### config.mk
export PLATFORM = sky130hd
export DESIGN_NAME = branch_sequencer_flat
export DESIGN_NICKNAME = d
export VERILOG_FILES = /design/src/rtl/branch_sequencer_if.sv /design/src/rtl/branch_sequencer.sv /design/src/flat_wrapper.sv
export SDC_FILE = /design/constraint.sdc
export NUM_CORES = 1
export LEC_CHECK = 0
export CAP_MARGIN = 15
export CORE_AREA = 2 2 116 118
export CTS_CLUSTER_DIAMETER = 80
export CTS_CLUSTER_SIZE = 20
export DETAILED_ROUTE_END_ITERATION = 10
export DIE_AREA = 0 0 118 120
export GPL_TIMING_DRIVEN = 1
export HOLD_SLACK_MARGIN = 0.1
export PLACE_DENSITY = 0.85
export SLEW_MARGIN = 30
export SYNTH_ARGS = -nofsm -noshare
export SYNTH_HDL_FRONTEND = slang
export SYNTH_SLANG_ARGS = --single-unit
export TNS_END_PERCENT = 10
### constraint.sdc
create_clock -name clock -period 7.45 [get_ports clock]
set_clock_uncertainty 0.1 [all_clocks]
set_input_delay 1.8625 -clock clock [delete_from_list [all_inputs] [get_ports clock]]
set_output_delay 1.8625 -clock clock [all_outputs]
set_load 0.02 [all_outputs]
### src/rtl/branch_sequencer_if.sv
// Branch sequencer bus: decoded branch operands toward the sequencer and
// the PC update, CON flag and completion status coming back.
interface branch_sequencer_if #(
    parameter int CNT_W = 16
);
    logic              start;
    logic              abort;
    logic [31:0]       ir;
    logic [31:0]       ra_value;
    logic [31:0]       pc;
    logic              con;
    logic              pc_load;
    logic [31:0]       pc_next;
    logic              busy;
    logic              done;
    logic [CNT_W-1:0]  taken_count;

    // start is a single-cycle request that is only accepted while busy is low;
    // there is no back-pressure beyond that, and pc_next is valid only with pc_load.
    modport master (
        output start, abort, ir, ra_value, pc,
        input  con, pc_load, pc_next, busy, done, taken_count
    );

    modport slave (
        input  start, abort, ir, ra_value, pc,
        output con, pc_load, pc_next, busy, done, taken_count
    );
endinterface

### src/rtl/branch_sequencer.sv
// Conditional branch sequencer: captures operands, evaluates the branch
// condition into CON, computes PC + sign-extended displacement and commits it.
module branch_sequencer #(
    parameter int CNT_W = 16
) (
    input  logic                     clock,
    input  logic                     clear,
    branch_sequencer_if.slave        bus,
    output logic [1:0]               fsm_state
);
    typedef enum logic [1:0] {
        IDLE    = 2'd0,
        CAPTURE = 2'd1,
        RESOLVE = 2'd2,
        COMMIT  = 2'd3
    } state_t;

    state_t            state;
    logic [20:0]       lat_ir;
    logic [31:0]       lat_ra;
    logic [31:0]       lat_pc;
    logic              con_q;
    logic              pc_load_q;
    logic [31:0]       pc_next_q;
    logic              done_q;
    logic [CNT_W-1:0]  count_q;

    logic              cond;
    logic [31:0]       target;

    always_comb begin
        cond = 1'b0;
        case (lat_ir[20:19])
            2'd0: cond = (lat_ra == 32'd0);
            2'd1: cond = (lat_ra != 32'd0);
            2'd2: cond = ~lat_ra[31];
            2'd3: cond = lat_ra[31];
            default: cond = 1'b0;
        endcase
    end

    // 32-bit add wraps naturally; no overflow is reported
    assign target = lat_pc + {{13{lat_ir[18]}}, lat_ir[18:0]};

    always_ff @(posedge clock or posedge clear) begin
        if (clear) begin
            state     <= IDLE;
            lat_ir    <= '0;
            lat_ra    <= '0;
            lat_pc    <= '0;
            con_q     <= 1'b0;
            pc_load_q <= 1'b0;
            pc_next_q <= '0;
            done_q    <= 1'b0;
            count_q   <= '0;
        end else begin
            pc_load_q <= 1'b0;
            done_q    <= 1'b0;
            if (bus.abort) begin
                state <= IDLE;
            end else begin
                case (state)
                    IDLE: begin
                        if (bus.start) begin
                            lat_ir <= bus.ir[20:0];
                            lat_ra <= bus.ra_value;
                            lat_pc <= bus.pc;
                            state  <= CAPTURE;
                        end
                    end
                    CAPTURE: begin
                        con_q <= cond;
                        state <= RESOLVE;
                    end
                    RESOLVE: begin
                        pc_load_q <= con_q;
                        done_q    <= 1'b1;
                        // pc_next only moves for taken branches so it holds otherwise
                        if (con_q) begin
                            pc_next_q <= target;
                        end
                        state <= COMMIT;
                    end
                    COMMIT: begin
                        if (pc_load_q && !(&count_q)) begin
                            count_q <= count_q + 1'b1;
                        end
                        state <= IDLE;
                    end
                    default: state <= IDLE;
                endcase
            end
        end
    end

    assign bus.con         = con_q;
    assign bus.pc_load     = pc_load_q;
    assign bus.pc_next     = pc_next_q;
    assign bus.busy        = (state != IDLE);
    assign bus.done        = done_q;
    assign bus.taken_count = count_q;
    assign fsm_state       = state;
endmodule

### src/flat_wrapper.sv
// flat-port wrapper written by rule: the top's interface ports become plain ports
module branch_sequencer_flat 
#(
    parameter int CNT_W = 16
)
  (clock, clear, fsm_state, bus_start, bus_abort, bus_ir, bus_ra_value, bus_pc, bus_con, bus_pc_load, bus_pc_next, bus_busy, bus_done, bus_taken_count);
  branch_sequencer_if #(.CNT_W(CNT_W)) bus_i ();
  input  logic clock;
  input  logic clear;
  output logic [1:0] fsm_state;
  input wire logic [$bits(bus_i.start)-1:0] bus_start;
  input wire logic [$bits(bus_i.abort)-1:0] bus_abort;
  input wire logic [$bits(bus_i.ir)-1:0] bus_ir;
  input wire logic [$bits(bus_i.ra_value)-1:0] bus_ra_value;
  input wire logic [$bits(bus_i.pc)-1:0] bus_pc;
  output wire logic [$bits(bus_i.con)-1:0] bus_con;
  output wire logic [$bits(bus_i.pc_load)-1:0] bus_pc_load;
  output wire logic [$bits(bus_i.pc_next)-1:0] bus_pc_next;
  output wire logic [$bits(bus_i.busy)-1:0] bus_busy;
  output wire logic [$bits(bus_i.done)-1:0] bus_done;
  output wire logic [$bits(bus_i.taken_count)-1:0] bus_taken_count;
  assign bus_i.start = bus_start;
  assign bus_i.abort = bus_abort;
  assign bus_i.ir = bus_ir;
  assign bus_i.ra_value = bus_ra_value;
  assign bus_i.pc = bus_pc;
  assign bus_con = bus_i.con;
  assign bus_pc_load = bus_i.pc_load;
  assign bus_pc_next = bus_i.pc_next;
  assign bus_busy = bus_i.busy;
  assign bus_done = bus_i.done;
  assign bus_taken_count = bus_i.taken_count;
  branch_sequencer #(.CNT_W(CNT_W)) u_core (.clock(clock), .clear(clear), .bus(bus_i), .fsm_state(fsm_state));
endmodule
==> impl_results.html, run 1 <==
<table>
<tr><th>Metric</th><th>Value</th></tr>
<tr><th colspan="2">Floorplan</th></tr>
<tr><td>Core region area</td><td>0.0130 mm^2</td></tr>
<tr><td>Floorplan die height</td><td>around 120 um</td></tr>
<tr><td>X dimension of the die</td><td>118 um</td></tr>
<tr><td>Top-level I/O count</td><td>154</td></tr>
<tr><td>Die area</td><td>0.0142 mm^2</td></tr>
<tr><td>Number of standard-cell rows in the floorplan</td><td>42</td></tr>
<tr><td>Starting density of the core</td><td>between 50% and 60%</td></tr>
<tr><th colspan="2">Run status</th></tr>
<tr><td>Status</td><td>complete, no violations</td></tr>
<tr><th colspan="2">Layout</th></tr>
<tr><td>Total non-filler cell area in the finished layout</td><td>0.00922 mm^2</td></tr>
<tr><td>Post-synthesis to final-layout area growth</td><td>31.8%</td></tr>
<tr><td>Final standard cell count with taps included and fillers excluded</td><td>962</td></tr>
<tr><td>Final core utilization</td><td>between 70 and 80%</td></tr>
<tr><td>Antenna fix cells</td><td>0</td></tr>
<tr><td>Fraction of final layout cells with drive strength greater than 1</td><td>17.7%</td></tr>
<tr><td>Filler instances</td><td>976</td></tr>
<tr><td>Net count of the finished layout</td><td>910</td></tr>
<tr><th colspan="2">STA</th></tr>
<tr><td>Worst relative slew slack</td><td>48.4%</td></tr>
<tr><td>Final number of max-transition violations</td><td>0</td></tr>
<tr><td>Total of endpoints with negative setup slack in the final report</td><td>0</td></tr>
<tr><td>Setup repair after global routing missed its margin</td><td>no</td></tr>
<tr><td>Sum of negative setup slack</td><td>0 ns</td></tr>
<tr><td>Top achievable clock speed</td><td>255 MHz</td></tr>
<tr><td>Worst Hold Slack</td><td>0.377 ns</td></tr>
<tr><td>Final Cycle Share</td><td>52.7%</td></tr>
<tr><td>Worst slew pin tran</td><td>0.774 ns</td></tr>
<tr><td>Number of hold violations in the final report</td><td>0</td></tr>
<tr><td>Final critical path time including I/O delays and setup</td><td>3.92 ns</td></tr>
<tr><td>Slack of the critical path</td><td>3.53 ns</td></tr>
<tr><th colspan="2">Clock tree</th></tr>
<tr><td>Later-pin clock latency in the skew report</td><td>between 0.4 and 0.5 ns</td></tr>
<tr><td>Hold buffer count at CTS</td><td>0</td></tr>
<tr><td>Number of buffers between clock root and the deepest sink</td><td>2</td></tr>
<tr><td>Number of gates resized after CTS</td><td>0</td></tr>
<tr><td>Clock tree from TritonCTS</td><td>built</td></tr>
<tr><td>Clock transition at the registers of the reported paths</td><td>about 0.06 ns</td></tr>
<tr><td>Clock Root Buffer</td><td>sky130_fd_sc_hd__clkbuf_16</td></tr>
<tr><td>Number of clock sinks seen by CTS</td><td>138</td></tr>
<tr><td>CTS Buf Count</td><td>17</td></tr>
<tr><td>Total setup buffers inserted after CTS</td><td>0</td></tr>
<tr><td>Number of levels the H-tree was split into</td><td>4</td></tr>
<tr><th colspan="2">Setup path</th></tr>
<tr><td>Worst path required time</td><td>5.49 ns</td></tr>
<tr><td>Worst endpoint data arrival time</td><td>1.96 ns</td></tr>
<tr><td>Setup slack of the worst register-to-register path</td><td>approximately 4.3 ns</td></tr>
<tr><td>Type of element capturing the critical path</td><td>output port</td></tr>
<tr><td>Origin of the critical flop-to-flop path</td><td>u_core.lat_pc[0]</td></tr>
<tr><td>Kind of critical path</td><td>flip-flop to output port</td></tr>
<tr><td>Sort of element at the start of the critical path</td><td>flip-flop</td></tr>
<tr><td>Critical Path Fanout Max</td><td>5</td></tr>
<tr><td>End of the worst register-to-register path</td><td>u_core.bus.pc_next[20]</td></tr>
<tr><td>R2R cell count</td><td>9</td></tr>
<tr><th colspan="2">Synthesis</th></tr>
<tr><td>Area share of the largest cell type after synthesis</td><td>49.4%</td></tr>
<tr><td>Biggest area contributors in the synthesized netlist</td><td>sky130_fd_sc_hd__dfrtp_1, sky130_fd_sc_hd__mux2_2, sky130_fd_sc_hd__ha_1</td></tr>
<tr><td>Commonest cells in the netlist</td><td>sky130_fd_sc_hd__dfrtp_1, sky130_fd_sc_hd__mux2_2, sky130_fd_sc_hd__nand2_1</td></tr>
<tr><td>Fraction of the yosys area taken by sequential cells</td><td>49.4%</td></tr>
<tr><td>Mapped Nets</td><td>762</td></tr>
<tr><td>Number of register bits inferred by synthesis</td><td>138</td></tr>
<tr><td>Combined area of all synthesized cells</td><td>0.00699 mm^2</td></tr>
<tr><td>Cells after Synth</td><td>about 630</td></tr>
<tr><td>Synthesized area per cell</td><td>around 11 um^2</td></tr>
<tr><td>Dominant synthesized flop cell</td><td>sky130_fd_sc_hd__dfrtp_1</td></tr>
<tr><td>Total number of yosys warnings</td><td>0</td></tr>
<tr><td>Count of unique library cells instantiated by Yosys</td><td>57</td></tr>
<tr><td>Most frequently used cell type in the post-synthesis netlist</td><td>sky130_fd_sc_hd__dfrtp_1</td></tr>
<tr><td>Share of flip-flops with an asynchronous set or reset</td><td>between 90% and 100%</td></tr>
<tr><td>Number of flops mapped to enable cells by yosys</td><td>0</td></tr>
<tr><td>Cell type with the highest aggregate area in the netlist</td><td>sky130_fd_sc_hd__dfrtp_1</td></tr>
<tr><th colspan="2">Global routing</th></tr>
<tr><td>Total track usage</td><td>24.4%</td></tr>
<tr><td>Pin count of the biggest net entering global routing</td><td>75</td></tr>
<tr><td>Wire length of the first global-routing pass</td><td>27100 um</td></tr>
<tr><td>Initial antenna violation count</td><td>0</td></tr>
<tr><td>Global route total overflow</td><td>0</td></tr>
<tr><td>Number of global-route vias before repair</td><td>5595</td></tr>
<tr><th colspan="2">Route</th></tr>
<tr><td>Post-route DRC</td><td>0</td></tr>
<tr><td>Vias per inst</td><td>approximately 5.5</td></tr>
<tr><td>Detailed Route WL</td><td>16300 um</td></tr>
<tr><td>Number of iterations in the first detailed-routing pass</td><td>5</td></tr>
<tr><td>Antenna-violating nets left</td><td>0</td></tr>
<tr><td>Initial drt markers</td><td>roughly 260</td></tr>
<tr><td>Via Count</td><td>between 5000 and 6000</td></tr>
<tr><td>Detail-routed net length per standard cell</td><td>16.9 um</td></tr>
<tr><th colspan="2">Placed design</th></tr>
<tr><td>Worst setup slack before clock tree synthesis</td><td>3.15 ns</td></tr>
<tr><td>Sum of net half-perimeters after detailed placement</td><td>12200 um</td></tr>
<tr><td>Final weighted congestion in routability-driven placement</td><td>0.880</td></tr>
<tr><td>Placed Instance Area</td><td>roughly 0.0086 mm^2</td></tr>
<tr><td>Buffers added on ports</td><td>142</td></tr>
<tr><td>Placed Instances</td><td>a little over 900</td></tr>
<tr><th colspan="2">Worst hold path</th></tr>
<tr><td>Worst Hold Class</td><td>flip-flop to flip-flop</td></tr>
<tr><td>Min-Delay Startpoint</td><td>u_core.bus.pc_next[5]</td></tr>
<tr><td>Hold path cells</td><td>2</td></tr>
<tr><td>Destination of the worst hold path</td><td>u_core.bus.pc_next[5]</td></tr>
<tr><th colspan="2">Pwr</th></tr>
<tr><td>Power per Cell Area</td><td>484 mW/mm^2</td></tr>
<tr><td>Power after layout</td><td>between 4 and 5 mW</td></tr>
<tr><td>Static leakage power</td><td>around 4 nW</td></tr>
<tr><td>Max rail drop VDD</td><td>0.000232 V</td></tr>
<tr><th colspan="2">Run</th></tr>
<tr><td>Max-cap violation count</td><td>0</td></tr>
</table>
## logic make-up after synthesis
family	Yosys count	share of synthesized area (%)
mux	88	14.2
buf+inv	34	2.22
simple gates	152	10.2
compound gates	132	11.8
flops	138	49.4
xor+xnor	44	5.51
fa+ha+maj	37	6.73
## state kept, by name (all words and copies together), names as in the netlist
register	count
u_core.bus.taken_count	16
u_core.bus.con	1
u_core.bus.pc_load	1
u_core.lat_ra	32
u_core.lat_pc	32
u_core.bus.pc_next	32
u_core.lat_ir	21
u_core.bus.done	1
u_core.fsm_state	2
## where the power goes
part	internal [mW]	total, mW	switching [mW]
logic	1.04	2.31	1.28
registers	1.07	1.28	0.208
clock network	0.570	0.869	0.299
total	2.68	4.46	1.78
## per-layer routing
metal	global-route usage [%]	vias up	part of all wire, %
li1	-	2545	-
met1	30.2	2541	43
met2	39.8	199	48
met3	7.27	35	7.0
met4	10.7	0	2.3
met5	0	-	0
## final cells by class
cell class | count | area (um^2) | area share [%]
multi-input combinational | 453 | 3400 | 36.8
clock inverter | 6 | 109 | 1.18
inverter | 18 | 70.1 | 0.760
sequential | 138 | 3450 | 37.5
clock buffer | 26 | 509 | 5.52
timing repair buffer | 145 | 1460 | 15.8
tap | 176 | 220 | 2.39
## how the worst max path moves through the flow
stage,start,endpoint,slack (ns),cells past startpoint
6_report,u_core.fsm_state[0],bus_busy,3.53,4
5_1_grt,bus_abort,u_core.bus.pc_next[30],3.40,8
4_1_cts,u_core.fsm_state[0],bus_busy,3.51,4
3_5_place_dp,bus_abort,u_core.bus.pc_next[25],3.15,6
3_3_place_gp,bus_abort,u_core.lat_pc[19],3.19,4
2_1_floorplan,clear,u_core.bus.con,1.79,1
## cell usage in the layout, fill, tap and decap left out, types with 4 or more instances in the layout
cell type | netlist | layout
sky130_fd_sc_hd__ha_1 | 36 | 36
sky130_fd_sc_hd__nor3_1 | 5 | 5
sky130_fd_sc_hd__o21ai_0 | 46 | 46
sky130_fd_sc_hd__clkbuf_1 | 5 | 4
sky130_fd_sc_hd__nor2_1 | 30 | 30
sky130_fd_sc_hd__o211ai_1 | 4 | 4
sky130_fd_sc_hd__a31oi_1 | 4 | 4
sky130_fd_sc_hd__dfrtp_1 | 138 | 138
sky130_fd_sc_hd__nor4_1 | 7 | 7
sky130_fd_sc_hd__inv_1 | 17 | 16
sky130_fd_sc_hd__clkbuf_8 | 1 | 5
sky130_fd_sc_hd__a21boi_0 | 4 | 4
sky130_fd_sc_hd__xnor2_1 | 28 | 28
sky130_fd_sc_hd__a21oi_1 | 39 | 39
sky130_fd_sc_hd__clkbuf_16 | 0 | 17
sky130_fd_sc_hd__a21o_1 | 7 | 7
sky130_fd_sc_hd__a211oi_1 | 4 | 4
sky130_fd_sc_hd__xor2_1 | 16 | 16
sky130_fd_sc_hd__nand3_1 | 16 | 15
sky130_fd_sc_hd__mux2_2 | 88 | 88
sky130_fd_sc_hd__nand2_1 | 67 | 67
sky130_fd_sc_hd__clkdlybuf4s50_1 | 0 | 142
sky130_fd_sc_hd__nand4_1 | 10 | 10
## critical path, cell delays in order (launching register included)
cell                              delay (ns)
sky130_fd_sc_hd__dfrtp_1                0.43
sky130_fd_sc_hd__inv_1                  0.09
sky130_fd_sc_hd__ha_1                   0.28
sky130_fd_sc_hd__inv_1                  0.13
sky130_fd_sc_hd__clkdlybuf4s50_1        0.61
(Power assumes the default switching activity.)
==> run 2, diff against run 1 <==
--- a/config.mk
+++ b/config.mk
@@ -6,14 +6,14 @@
 export NUM_CORES = 1
 export LEC_CHECK = 0
 export CAP_MARGIN = 15
-export CORE_AREA = 2 2 116 118
+export CORE_AREA = 2 2 127 129
 export CTS_CLUSTER_DIAMETER = 80
 export CTS_CLUSTER_SIZE = 20
 export DETAILED_ROUTE_END_ITERATION = 10
-export DIE_AREA = 0 0 118 120
+export DIE_AREA = 0 0 129 131
 export GPL_TIMING_DRIVEN = 1
 export HOLD_SLACK_MARGIN = 0.1
-export PLACE_DENSITY = 0.85
+export PLACE_DENSITY = 0.75
 export SLEW_MARGIN = 30
 export SYNTH_ARGS = -nofsm -noshare
 export SYNTH_HDL_FRONTEND = slang
==> constraint.sdc (replaced) <==
create_clock -name clock -period 3.4 [get_ports clock]
set_clock_uncertainty 0.1 [all_clocks]
set_input_delay 0.85 -clock clock [delete_from_list [all_inputs] [get_ports clock]]
set_output_delay 0.85 -clock clock [all_outputs]
set_load 0.02 [all_outputs]
==> impl_results.html, run 2 (synthesis results as in run 1) <==
<table>
<tr><th>Metric</th><th>Value</th></tr>
<tr><th colspan="2">Pwr</th></tr>
<tr><td>Gate power share</td><td>52.7% (+0.8 points)</td></tr>
<tr><td>Static leakage power</td><td>3.98 nW (about the same)</td></tr>
<tr><td>Power per Cell Area</td><td>1030 mW/mm^2 (+110%)</td></tr>
<tr><td>Switching power as a share of total power</td><td>39.8% (-0.19 points)</td></tr>
<tr><td>Portion of total power attributed to sequential cells</td><td>29.2% (+0.5 points)</td></tr>
<tr><td>Cell internal power dissipation</td><td>5.74 mW (+110%)</td></tr>
<tr><td>Sw power</td><td>3.79 mW (+110%)</td></tr>
<tr><td>Proportion of power drawn by the clock network</td><td>18.1% (-1.4 points)</td></tr>
<tr><td>Max rail drop VDD</td><td>0.000468 V (+100%)</td></tr>
<tr><th colspan="2">Layout</th></tr>
<tr><td>Fraction of final layout cells with drive strength greater than 1</td><td>18.3% (+0.65 points)</td></tr>
<tr><td>Most common cell after layout, fill and taps aside</td><td>sky130_fd_sc_hd__clkdlybuf4s50_1</td></tr>
<tr><td>Final standard cell count with taps included and fillers excluded</td><td>1007 (+4.7%)</td></tr>
<tr><td>Final core utilization</td><td>59.4% (-12 points)</td></tr>
<tr><td>Commonest cells after routing, fill and taps aside</td><td>sky130_fd_sc_hd__clkdlybuf4s50_1, sky130_fd_sc_hd__dfrtp_1, sky130_fd_sc_hd__mux2_2, sky130_fd_sc_hd__nand2_1, sky130_fd_sc_hd__o21ai_0</td></tr>
<tr><td>Filler instances</td><td>1311 (+34%)</td></tr>
<tr><td>Antenna fix cells</td><td>0 (unchanged)</td></tr>
<tr><td>Post-synthesis to final-layout area growth</td><td>32.6%</td></tr>
<tr><td>Net count of the finished layout</td><td>915 (+0.55%)</td></tr>
<tr><th colspan="2">STA</th></tr>
<tr><td>Number of hold violations in the final report</td><td>0 (unchanged)</td></tr>
<tr><td>Final critical path time including I/O delays and setup</td><td>2.90 ns</td></tr>
<tr><td>Final Cycle Share</td><td>85.3%</td></tr>
<tr><td>Top achievable clock speed</td><td>around 340 MHz</td></tr>
<tr><td>Worst relative slew slack</td><td>48.0% (-0.41 points)</td></tr>
<tr><td>Sum of negative setup slack</td><td>0 ns (unchanged)</td></tr>
<tr><td>Final number of max-transition violations</td><td>0 (unchanged)</td></tr>
<tr><td>Total of endpoints with negative setup slack in the final report</td><td>0 (unchanged)</td></tr>
<tr><td>Setup repair after global routing missed its margin</td><td>no</td></tr>
<tr><td>Worst slew pin tran</td><td>0.780 ns (+0.00609 ns)</td></tr>
<tr><th colspan="2">Route</th></tr>
<tr><td>Vias per inst</td><td>5.20 (-6.0%)</td></tr>
<tr><td>Antenna-violating nets left</td><td>0 (unchanged)</td></tr>
<tr><td>Initial drt markers</td><td>225 (-14%)</td></tr>
<tr><td>Via Count</td><td>5237 (-1.6%)</td></tr>
<tr><td>Post-route DRC</td><td>0 (unchanged)</td></tr>
<tr><td>Detailed Route WL</td><td>15700 um (-3.3%)</td></tr>
<tr><td>Number of iterations in the first detailed-routing pass</td><td>4 (-1)</td></tr>
<tr><td>Detail-routed net length per standard cell</td><td>15.6 um (-7.6%)</td></tr>
<tr><th colspan="2">Clock tree</th></tr>
<tr><td>CTS Buf Count</td><td>17 (unchanged)</td></tr>
<tr><td>Number of buffers between clock root and the deepest sink</td><td>2 (unchanged)</td></tr>
<tr><td>Hold buffer count at CTS</td><td>0 (unchanged)</td></tr>
<tr><td>Number of clock sinks seen by CTS</td><td>138 (unchanged)</td></tr>
<tr><td>Clock transition at the registers of the reported paths</td><td>0.05 ns (about the same)</td></tr>
<tr><td>Number of levels the H-tree was split into</td><td>4 (unchanged)</td></tr>
<tr><td>Total setup buffers inserted after CTS</td><td>0 (unchanged)</td></tr>
<tr><td>Number of gates resized after CTS</td><td>0 (unchanged)</td></tr>
<tr><td>Clock Root Buffer</td><td>sky130_fd_sc_hd__clkbuf_16</td></tr>
<tr><td>Later-pin clock latency in the skew report</td><td>0.42 ns (about the same)</td></tr>
<tr><td>Clock tree from TritonCTS</td><td>built</td></tr>
<tr><th colspan="2">Setup path</th></tr>
<tr><td>Type of element capturing the critical path</td><td>flip-flop</td></tr>
<tr><td>Critical Path Fanout Max</td><td>15 (+10)</td></tr>
<tr><td>Worst path required time</td><td>3.61 ns (-1.88 ns)</td></tr>
<tr><td>Worst endpoint data arrival time</td><td>3.10 ns (+1.14 ns)</td></tr>
<tr><td>Sort of element at the start of the critical path</td><td>flip-flop</td></tr>
<tr><td>Kind of critical path</td><td>flip-flop to flip-flop</td></tr>
<tr><th colspan="2">Floorplan</th></tr>
<tr><td>Floorplan die height</td><td>131 um (+9.2%)</td></tr>
<tr><td>Starting density of the core</td><td>44.8% (-9.0 points)</td></tr>
<tr><td>Top-level I/O count</td><td>154 (unchanged)</td></tr>
<tr><td>Die area</td><td>0.0169 mm^2 (+19%)</td></tr>
<tr><td>Number of standard-cell rows in the floorplan</td><td>46 (+9.5%)</td></tr>
<tr><td>Core region area</td><td>0.0156 mm^2 (+20%)</td></tr>
<tr><td>X dimension of the die</td><td>129 um (+9.3%)</td></tr>
<tr><th colspan="2">Run status</th></tr>
<tr><td>Status</td><td>complete, no violations</td></tr>
<tr><th colspan="2">Global routing</th></tr>
<tr><td>Number of global-route vias before repair</td><td>5395 (-3.6%)</td></tr>
<tr><td>Met2 Track Usage GR</td><td>31.8% (-8.0 points)</td></tr>
<tr><td>Global Route met3 Usage</td><td>7.25% (-0.024 points)</td></tr>
<tr><td>Global route total overflow</td><td>0 (unchanged)</td></tr>
<tr><td>Initial antenna violation count</td><td>0 (unchanged)</td></tr>
<tr><td>Pin count of the biggest net entering global routing</td><td>139 (+85%)</td></tr>
<tr><td>Wire length of the first global-routing pass</td><td>25900 um (-4.3%)</td></tr>
<tr><td>Met1 Usage GRT</td><td>24.0% (-6.2 points)</td></tr>
<tr><td>Peak-usage layer in the global routing report</td><td>met2</td></tr>
<tr><td>Total track usage</td><td>19.7% (-4.7 points)</td></tr>
<tr><th colspan="2">Worst hold path</th></tr>
<tr><td>Worst Hold Class</td><td>flip-flop to flip-flop</td></tr>
<tr><th colspan="2">Placed design</th></tr>
<tr><td>Buffers added on ports</td><td>142 (unchanged)</td></tr>
<tr><td>Sum of net half-perimeters after detailed placement</td><td>12100 um (-1.2%)</td></tr>
<tr><td>Placed Instances</td><td>975 (+4.8%)</td></tr>
<tr><td>Final weighted congestion in routability-driven placement</td><td>0.880 (-0.10%)</td></tr>
<tr><th colspan="2">Run</th></tr>
<tr><td>Max-cap violation count</td><td>0 (unchanged)</td></tr>
</table>
[run 2: critical path, cell delays in order (launching register included)]
cell                       delay, ns
sky130_fd_sc_hd__dfrtp_1        0.56
sky130_fd_sc_hd__ha_1           0.52
sky130_fd_sc_hd__nand4_1        0.16
sky130_fd_sc_hd__or2_2          0.35
sky130_fd_sc_hd__a311oi_1       0.53
sky130_fd_sc_hd__nor2_1         0.14
sky130_fd_sc_hd__xnor2_1        0.16
sky130_fd_sc_hd__mux2_2         0.26
[run 2: per-stage QoR]
stage / area, um^2 / hold WS (ns) / worst slack (ns) / power, mW
after global routing: 9270 / 0.400 / 0.351 / 10.3
final: 9270 / 0.374 / 0.501 / 9.53
after detailed placement: 8710 / 0.370 / 0.586 / 7.80
after floorplan: 7000 / 0.380 / 0.729 / 6.35
after global placement: 8710 / 0.362 / 0.629 / 7.62
after CTS: 9270 / 0.382 / 0.509 / 9.58
[run 2: worst paths after layout]
kind / depth (start not counted) / slack, ns / end / start
hold reg to reg: 2 / 0.37 / u_core.bus.pc_next[27] / u_core.bus.pc_next[27]
max in group asynchronous: 3 / 1.73 / u_core.bus.taken_count[12] / clear
setup / recovery: 7 / 0.50 / u_core.bus.pc_next[25] / u_core.lat_ir[18]
setup reg to reg: 7 / 0.50 / u_core.bus.pc_next[25] / u_core.lat_ir[18]
hold / removal: 2 / 0.37 / u_core.bus.pc_next[27] / u_core.bus.pc_next[27]
min in group asynchronous: 3 / 0.84 / u_core.lat_ra[23] / clear
[run 2: final cells by class]
type | instances | area (um^2) | share of cell area, %
clock inverters | 8 | 67.6 | 0.729
repair buffers | 150 | 1520 | 16.4
inverters | 18 | 71.3 | 0.769
flip-flops and latches | 138 | 3450 | 37.3
well taps | 216 | 270 | 2.92
multi-input cells | 453 | 3400 | 36.6
clock buffers | 24 | 492 | 5.30
[run 2: power by group through the flow]
stage	Sequential, mW	Combinational (mW)	Clock, mW
CTS	2.79	5.02	1.77
detailed placement	2.81	4.99	0
floorplan	2.91	3.45	0
finish	2.79	5.02	1.73
global placement	2.77	4.85	0
global route	2.88	5.56	1.85
[run 2: metal layers]
metal	up-vias	share of wire (%)	routed length [um]
li1	2559	-	-
met1	2508	44	6890
met2	150	47	7310
met3	20	7.9	1240
met4	0	1.8	282
met5	-	0	0
==> run 3, diff against run 2 <==
--- a/config.mk
+++ b/config.mk
@@ -14,7 +14,6 @@
 export GPL_TIMING_DRIVEN = 1
 export HOLD_SLACK_MARGIN = 0.1
 export PLACE_DENSITY = 0.75
-export SLEW_MARGIN = 30
 export SYNTH_ARGS = -nofsm -noshare
 export SYNTH_HDL_FRONTEND = slang
 export SYNTH_SLANG_ARGS = --single-unit
==> results of run 3 <==
Same layout as run 2: the final DEF is identical, and so are final timing and power.
